<file path="config.mk">
export PLATFORM = sky130hd
export DESIGN_NAME = pipeline_stall_controller
export DESIGN_NICKNAME = d
export VERILOG_FILES = /design/src/rtl/pipeline_stall_controller.sv
export SDC_FILE = /design/constraint.sdc
export NUM_CORES = 1
export LEC_CHECK = 0
export CAP_MARGIN = 10
export CORE_MARGIN = 10
export CORE_UTILIZATION = 25
export CTS_CLUSTER_SIZE = 10
export DETAILED_ROUTE_END_ITERATION = 10
export HOLD_SLACK_MARGIN = 0.08
export SETUP_SLACK_MARGIN = 0.4
export SLEW_MARGIN = 10
export SYNTH_ARGS = -nofsm -noshare
export SYNTH_HDL_FRONTEND = slang
export SYNTH_SLANG_ARGS = --single-unit
</file>
<file path="constraint.sdc">
create_clock -name clk -period 1.5 [get_ports clk]
set_input_delay 0.45 -clock clk [delete_from_list [all_inputs] [get_ports clk]]
set_output_delay 0.45 -clock clk [all_outputs]
set_load 0.05 [all_outputs]
</file>
<file path="src/rtl/pipeline_stall_controller.sv">
// ---------------------------------------------------------------------------
// pipeline_stall_controller
//
// Purpose: turns the load-use stall request and the EX branch-taken signal
// into the write enables, IF/ID flush and ID/EX bubble controls of a simple
// in-order pipeline. Supports multi-cycle load-use stalls (STALL_CYCLES) and
// a global freeze while data memory is not ready (mem_wait).
//
// Optional feature macro: STALL_PERF_CNT_EN
//   defined   -> stall_count / flush_count saturating performance counters
//   undefined -> counter ports and logic are absent
//
// Ports:
//   clk          pipeline clock, rising edge
//   rst_n        asynchronous active-low reset
//   stall_req    load-use hazard request
//   branch_taken branch/jump resolved taken in EX
//   mem_wait     data memory not ready, freezes everything
//   pc_write     PC write enable
//   if_id_write  IF/ID write enable
//   if_id_flush  IF/ID loads a NOP
//   id_ex_bubble ID/EX control fields forced to zero
//   id_ex_write  ID/EX write enable
//   busy         high while in the STALL state
//   stall_count  bubble-only cycles counted (STALL_PERF_CNT_EN)
//   flush_count  flush cycles counted (STALL_PERF_CNT_EN)
// ---------------------------------------------------------------------------
module pipeline_stall_controller #(
    parameter int STALL_CYCLES = 1,
    parameter int CNT_W        = 16
) (
    input  logic             clk,
    input  logic             rst_n,
    input  logic             stall_req,
    input  logic             branch_taken,
    input  logic             mem_wait,
    output logic             pc_write,
    output logic             if_id_write,
    output logic             if_id_flush,
    output logic             id_ex_bubble,
    output logic             id_ex_write,
    output logic             busy
`ifdef STALL_PERF_CNT_EN
    ,
    output logic [CNT_W-1:0] stall_count,
    output logic [CNT_W-1:0] flush_count
`endif
);

    typedef enum logic [0:0] {
        ST_RUN   = 1'b0,
        ST_STALL = 1'b1
    } state_t;

    // Elaboration-time guard on the parameter ranges the rem counter can hold.
    if (STALL_CYCLES < 1 || STALL_CYCLES > 15 || CNT_W < 1) begin : g_bad_param
        $error("pipeline_stall_controller: illegal STALL_CYCLES or CNT_W");
    end

    state_t     state_q, state_d;
    logic [3:0] rem_q, rem_d;

    // State register: FSM state and remaining stall cycles.
    always_ff @(posedge clk or negedge rst_n) begin
        if (!rst_n) begin
            state_q <= ST_RUN;
            rem_q   <= 4'd0;
        end else begin
            state_q <= state_d;
            rem_q   <= rem_d;
        end
    end

    // Next-state logic: mem_wait freezes, branch aborts, otherwise stall sequencing.
    always_comb begin
        state_d = state_q;
        rem_d   = rem_q;
        if (mem_wait) begin
            state_d = state_q;
            rem_d   = rem_q;
        end else if (branch_taken) begin
            state_d = ST_RUN;
            rem_d   = 4'd0;
        end else begin
            case (state_q)
                ST_RUN: begin
                    // A single-cycle stall is fully served by the RUN cycle itself.
                    if (stall_req && (STALL_CYCLES > 1)) begin
                        state_d = ST_STALL;
                        rem_d   = 4'(STALL_CYCLES - 1);
                    end else begin
                        state_d = ST_RUN;
                        rem_d   = 4'd0;
                    end
                end
                ST_STALL: begin
                    if (rem_q <= 4'd1) begin
                        state_d = ST_RUN;
                        rem_d   = 4'd0;
                    end else begin
                        state_d = ST_STALL;
                        rem_d   = rem_q - 4'd1;
                    end
                end
                default: begin
                    state_d = ST_RUN;
                    rem_d   = 4'd0;
                end
            endcase
        end
    end

    // Output logic: combinational so a request takes effect in the same cycle;
    // reset forces the RUN-idle values regardless of the inputs.
    always_comb begin
        pc_write     = 1'b1;
        if_id_write  = 1'b1;
        if_id_flush  = 1'b0;
        id_ex_bubble = 1'b0;
        id_ex_write  = 1'b1;
        busy         = 1'b0;
        if (!rst_n) begin
            busy = 1'b0;
        end else begin
            busy = (state_q == ST_STALL);
            if (mem_wait) begin
                pc_write    = 1'b0;
                if_id_write = 1'b0;
                id_ex_write = 1'b0;
            end else if (branch_taken) begin
                if_id_flush  = 1'b1;
                id_ex_bubble = 1'b1;
            end else if ((state_q == ST_STALL) || stall_req) begin
                pc_write     = 1'b0;
                if_id_write  = 1'b0;
                id_ex_bubble = 1'b1;
            end else begin
                pc_write = 1'b1;
            end
        end
    end

`ifdef STALL_PERF_CNT_EN
    logic [CNT_W-1:0] stall_count_q, stall_count_d;
    logic [CNT_W-1:0] flush_count_q, flush_count_d;
    localparam logic [CNT_W-1:0] CNT_MAX = {CNT_W{1'b1}};

    // Counter next values: saturating, and idle while memory freezes the pipe.
    always_comb begin
        stall_count_d = stall_count_q;
        flush_count_d = flush_count_q;
        if (mem_wait) begin
            stall_count_d = stall_count_q;
            flush_count_d = flush_count_q;
        end else begin
            if (id_ex_bubble && !if_id_flush && (stall_count_q != CNT_MAX)) begin
                stall_count_d = stall_count_q + {{(CNT_W-1){1'b0}}, 1'b1};
            end else begin
                stall_count_d = stall_count_q;
            end
            if (if_id_flush && (flush_count_q != CNT_MAX)) begin
                flush_count_d = flush_count_q + {{(CNT_W-1){1'b0}}, 1'b1};
            end else begin
                flush_count_d = flush_count_q;
            end
        end
    end

    // Counter registers.
    always_ff @(posedge clk or negedge rst_n) begin
        if (!rst_n) begin
            stall_count_q <= {CNT_W{1'b0}};
            flush_count_q <= {CNT_W{1'b0}};
        end else begin
            stall_count_q <= stall_count_d;
            flush_count_q <= flush_count_d;
        end
    end

    assign stall_count = stall_count_q;
    assign flush_count = flush_count_q;
`endif

endmodule

</file>
==> qor.csv, run 1 <==
stage;metric;value;unit
timing;finClkSkew;0.00113;ns
critical_path;startpoint;state_q;
pwr;ir_worst_vdd;0.000402;V
placement;place_worst_setup_slack;-0.450;ns
floorplan;placementRows;12;
synth;ys_warn_count;0;
pwr;power_frac_seq;32.6;%
synth;synth_top_family_by_area;simple AND/OR/NAND/NOR gates;
pwr;p_int;304;µW
clocking;cts_buffers;3;
floorplan;die_area;3160;µm²
pwr;pwr-share-comb;31.9;%
floorplan;fp.dieW;56.2;µm
synth;synth_xor_area_share;0;%
finish;finalNetCount;72;
route;ant_nets;0;
synth;netlist_area;328;µm²
finish;stdcell_count;78;
synth;ys_ff_latch;5;
placement;dp_cells;67;
clocking;htreeDepth;1;
clocking;cts_root_buf;clkbuf_4;
clocking;path_clk_slew;0.04;ns
timing;setup_viol;4;
floorplan;io_pins;11;
global_routing;antenna_found_initial;0;
placement;dp_hpwl;833;µm
route;wl;1.34;mm
synth;syn-num-nets;44;
outcome;status;finished, violations left;
pwr;total_power;416;µW
global_routing;grt_pass1_vias;446;
finish;drive_gt1_share;82.8;%
pwr;swShare;26.8;%
synth;synth_mux_area_share;0;%
pwr;clkPwrFrac;35.5;%
critical_path;critPathMaxFanout;4;
timing;slew_headroom;78.9;%
synth;synth-seq-area-share;38.2;%
synth;yosys.cell_types.count;21;
synth;synthSimpleGateAreaFrac;23.7;%
finish;synthToLayoutAreaGrowth;146;%
global_routing;grt_pass1_wl;2.17;mm
route;drt-vias-per-instance;5.03;
outcome;violations;negative setup slack;
critical_path;cp.arrival;1.18;ns
route;route.detailed.drc;0;
timing;layout_min_cycle_time;1.63;ns
placement;portBuffers;10;
synth;synth_compound_area_share;22.5;%
pwr;power.density;515;nW/µm²
synth;netlist_instances;37;
synth;synth_ff_type;dfrtp_1;
synth;synth-edff-count;0;
clocking;cts_buffer_depth;2;
critical_path;crit_required;1.05;ns
pwr;power.leakage;0.000355;µW
timing;hold_violations;0;
synth;async_flop_share;100;%
floorplan;start_util;28.0;%
finish;final_cell_mix;buf_4 (9), buf_12 (6), buf_6 (6);
timing;clock.fmax;0.612;GHz
timing;hold_ws;0.223;ns
clocking;hold_buffers;0;
route;drt-initial-drc-count;2;
finish;nFillCells;86;
clocking;cts_tree;built;
global_routing;grt_max_degree;7;
timing;worst_slack;-0.135;ns
critical_path;end_kind;output pin;
pwr;p_switching;111;µW
synth;synth_fa_ha_area_share;7.63;%
critical_path;r2r_start;rem_q[0];
route;post_drt_wl_per_cell;17.2;µm
timing;period_share;109;%
route;first_pass_iters;2;
clocking;worstSkewPairLatency;0.23;ns
finish;layout_commonest_cell;buf_4;
global_routing;gr-total-overflow;0;
route;vias;392;
critical_path;start_kind;flop;
critical_path;path_class;flop to output pin;
timing;slew_violations;0;
placement;gp_congestion;0.779;
floorplan;die_h;56.2;µm
floorplan;fp.coreArea;1170;µm²
timing;rsz0062_at_grt;true;
timing;worstMarginPinSlew;0.316;ns
global_routing;grtUsageTotal;8.87;%
worst_hold_path;hold_class;input port to asynchronous set/reset pin;
finish;antennaDiodeCount;0;
synth;avgSynthCellArea;8.86;µm²
clocking;numClockSinks;5;
run;cap_violations;0;
## cell usage after synthesis (all sizes together) (2+ instances only)
cell,count,area share [%]
ha,2,7.6
nor2,4,4.6
dfrtp,5,38
nand2,3,3.4
o21ai,3,4.6
inv,4,4.6
o311ai,2,5.3
## routing by layer
metal	track usage, %	vias to the layer above	share of wire, %
met5	0	-	0
met4	7.85	0	4.7
met3	3.19	6	4.7
met2	16.1	10	58
met1	7.30	189	32
li1	-	187	-
## registers in the layout, summed over array words and instances (netlist names)
signal   cells
rem_q        4
state_q      1
## cell families after synthesis
group | count (synthesis)
adders and majority gates | 2
buffers and inverters | 6
AOI/OAI and AO/OA | 10
and+or+nand+nor | 14
DFF | 5
## final timing paths
kind / to / slack, ns / cells after the start
hold reg to reg: rem_q[2] / 0.58 / 2
max in group asynchronous: rem_q[0] / 1.16 / 3
setup reg to reg: rem_q[1] / 0.17 / 5
setup / recovery: if_id_write / -0.13 / 4
min in group clk: rem_q[2] / 0.58 / 2
hold / removal: rem_q[2] / 0.22 / 3
## critical path, stage by stage (launching register included)
cell	delay, ns
dfrtp_2	0.44
nor2_2	0.10
nor2_2	0.05
o21ai_4	0.19
buf_12	0.17
## per-stage QoR
| step | cell area [µm²] | TNS [ns] | util [%] |
|---|---|---|---|
| after floorplan | 404 | -0.110 | - |
| after global placement | 606 | -3.14 | 51.7 |
| after detailed placement | 606 | -3.44 | 51.7 |
| after CTS | 766 | -0.553 | 65.4 |
| after global routing | 807 | -0.649 | 68.9 |
| final | 807 | -0.508 | 68.9 |
## power groups by stage
stage / logic [µW] / registers [µW] / clock network, µW
floorplan: 56.6 / 137 / 0
global route: 139 / 135 / 164
detailed placement: 117 / 137 / 0
CTS: 129 / 135 / 157
global placement: 115 / 137 / 0
finish: 133 / 135 / 148
## what timing repair did
| action | CTS | global route |
|---|---|---|
| buffers inserted | 7 | 0 |
| endpoints found under the setup margin | 11 | 11 |
| pin swaps | 10 | 3 |
| gates resized for setup | 39 | 14 |
## cell type report
| cell class | instances | area [µm²] | area share [%] |
|---|---|---|---|
| multi-input cells | 26 | 312 | 38.6 |
| repair buffers | 25 | 305 | 37.8 |
| flip-flops and latches | 5 | 129 | 16.0 |
| clock buffers | 4 | 26.3 | 3.26 |
| inverters | 4 | 17.5 | 2.17 |
| well taps | 14 | 17.5 | 2.17 |
(Power assumes the default switching activity.)
==> run 2, diff against run 1 <==
Settings changed: TNS_END_PERCENT from default to 1.
==> qor.csv, run 2 (synthesis gave the netlist of run 1 again) <==
stage;metric;value;unit
outcome;status;finished, violations left;
outcome;violations;negative setup slack;
route;drt-initial-drc-count;2;
floorplan;die_h;56.2;µm
critical_path;path_cells;buf_4, and2_2, buf_12;
route;post_drt_wl_per_cell;14.2;µm
route;route.detailed.drc;0;
finish;fin_util;61.3;%
finish;layout_commonest_cell;buf_4;
route;first_pass_iters;2;
pwr;ir_worst_vdd;0.000365;V
route;vias;349;
critical_path;end_kind;output pin;
clocking;cts_root_buf;clkbuf_4;
finish;finalNetCount;68;
clocking;worstSkewPairLatency;0.23;ns
critical_path;path_class;flop to output pin;
floorplan;fp.coreArea;1170;µm²
timing;slew_headroom;76.5;%
global_routing;antenna_found_initial;0;
critical_path;reg2reg_depth;6;
clocking;path_clk_slew;0.04;ns
global_routing;grt_max_degree;7;
finish;multi_input_area;285;µm²
worst_hold_path;hold_class;input port to asynchronous set/reset pin;
clocking;htreeDepth;1;
critical_path;r2r_start;rem_q[0];
timing;worstMarginPinSlew;0.352;ns
run;cap_violations;0;
timing;rsz0062_at_grt;true;
timing;finClkSkew;0.00221;ns
critical_path;start_kind;flop;
clocking;cts_tree;built;
placement;portBuffers;10;
critical_path;critPathMaxFanout;5;
timing;worst_slack;-0.106;ns
global_routing;grt_pass1_wl;1.71;mm
finish;largest_reg_flops;4;
critical_path;r2r_end;rem_q[0];
timing;setup_viol;4;
global_routing;grt_pass1_vias;390;
route;ant_nets;0;
finish;seq_area;126;µm²
floorplan;placementRows;12;
placement;dp_hpwl;748;µm
finish;drive_gt1_share;71.7;%
route;drt-vias-per-instance;4.72;
critical_path;crit_required;1.05;ns
timing;hold_ws;0.219;ns
floorplan;start_util;28.0;%
finish;reg_top3;rem_q (4), state_q (1);
critical_path;critPathSlowestCell;dfrtp_1;
floorplan;io_pins;11;
placement;gp_congestion;0.780;
timing;slew_violations;0;
pwr;power.leakage;0.000320;µW
global_routing;gr-total-overflow;0;
finish;stdcell_count;74;
floorplan;fp.dieW;56.2;µm
global_routing;grtUsageTotal;6.73;%
finish;nFillCells;96;
critical_path;max_stage_delay;0.40;ns
finish;antennaDiodeCount;0;
clocking;cts_setup_buffers;0;
critical_path;reg2reg_slack;0.13;ns
timing;period_share;107;%
timing;clock.fmax;0.623;GHz
finish;regMostFlops;rem_q;
clocking;cts_buffer_depth;2;
timing;layout_min_cycle_time;1.61;ns
finish;synthToLayoutAreaGrowth;119;%
clocking;numClockSinks;5;
route;wl;1.05;mm
finish;final_cell_mix;buf_4 (7), buf_12 (6), buf_6 (4), dfrtp_1 (4);
pwr;power.density;546;nW/µm²
critical_path;cp.arrival;1.16;ns
floorplan;die_area;3160;µm²
placement;dp_cells;70;
timing;hold_violations;0;
clocking;cts_buffers;3;
[run 2: cell type report]
type | count | share of cell area, %
Multi-Input combinational cell | 26 | 39.7
Timing Repair Buffer | 21 | 34.5
Sequential cell | 5 | 17.6
Clock buffer | 4 | 3.66
Tap cell | 14 | 2.44
Inverter | 4 | 2.09
[run 2: routing by layer]
| metal | wire length [µm] | GRT usage (%) |
|---|---|---|
| met1 | 386 | 6.20 |
| met2 | 599 | 12.0 |
| met3 | 25 | 0.911 |
| met4 | 39 | 6.83 |
| met5 | 0 | 0 |
[run 2: worst max path at each step]
stage                  from           end  slack [ns]  cells after the start
6_report            state_q          busy       -0.11                      3
5_1_grt             state_q   if_id_write       -0.15                      4
4_1_cts             state_q  id_ex_bubble       -0.13                      2
3_5_place_dp   branch_taken  id_ex_bubble       -0.42                      3
3_3_place_gp   branch_taken  id_ex_bubble       -0.39                      3
2_1_floorplan       state_q      pc_write       -0.11                      4
[run 2: worst max-delay path, delay by kind of cell (launching register included)]
family | cells | cell delay, ns
buffers and inverters | 2 | 0.32
DFF | 1 | 0.40
and+or+nand+nor | 1 | 0.20
[run 2: what timing repair did]
action                                  CTS  global route
pin swaps                                14             8
resized for setup                        42             4
hold buffers                              0             0
cloned                                    0             0
endpoints found under the setup margin   11            11
[run 2: report_power, final]
group	internal, µW	switching [µW]
combinational	54.0	56.0
clock	100	46.6
sequential	136	0
[run 2: stage by stage]
step / power (µW) / setup TNS, ns / worst slack (ns) / area (µm²)
floorplan: 184 / -0.264 / -0.110 / 355
global placement: 242 / -3.19 / -0.393 / 591
detailed placement: 243 / -3.28 / -0.416 / 591
CTS: 402 / -0.470 / -0.133 / 701
global route: 411 / -0.564 / -0.155 / 718
finish: 392 / -0.375 / -0.106 / 718
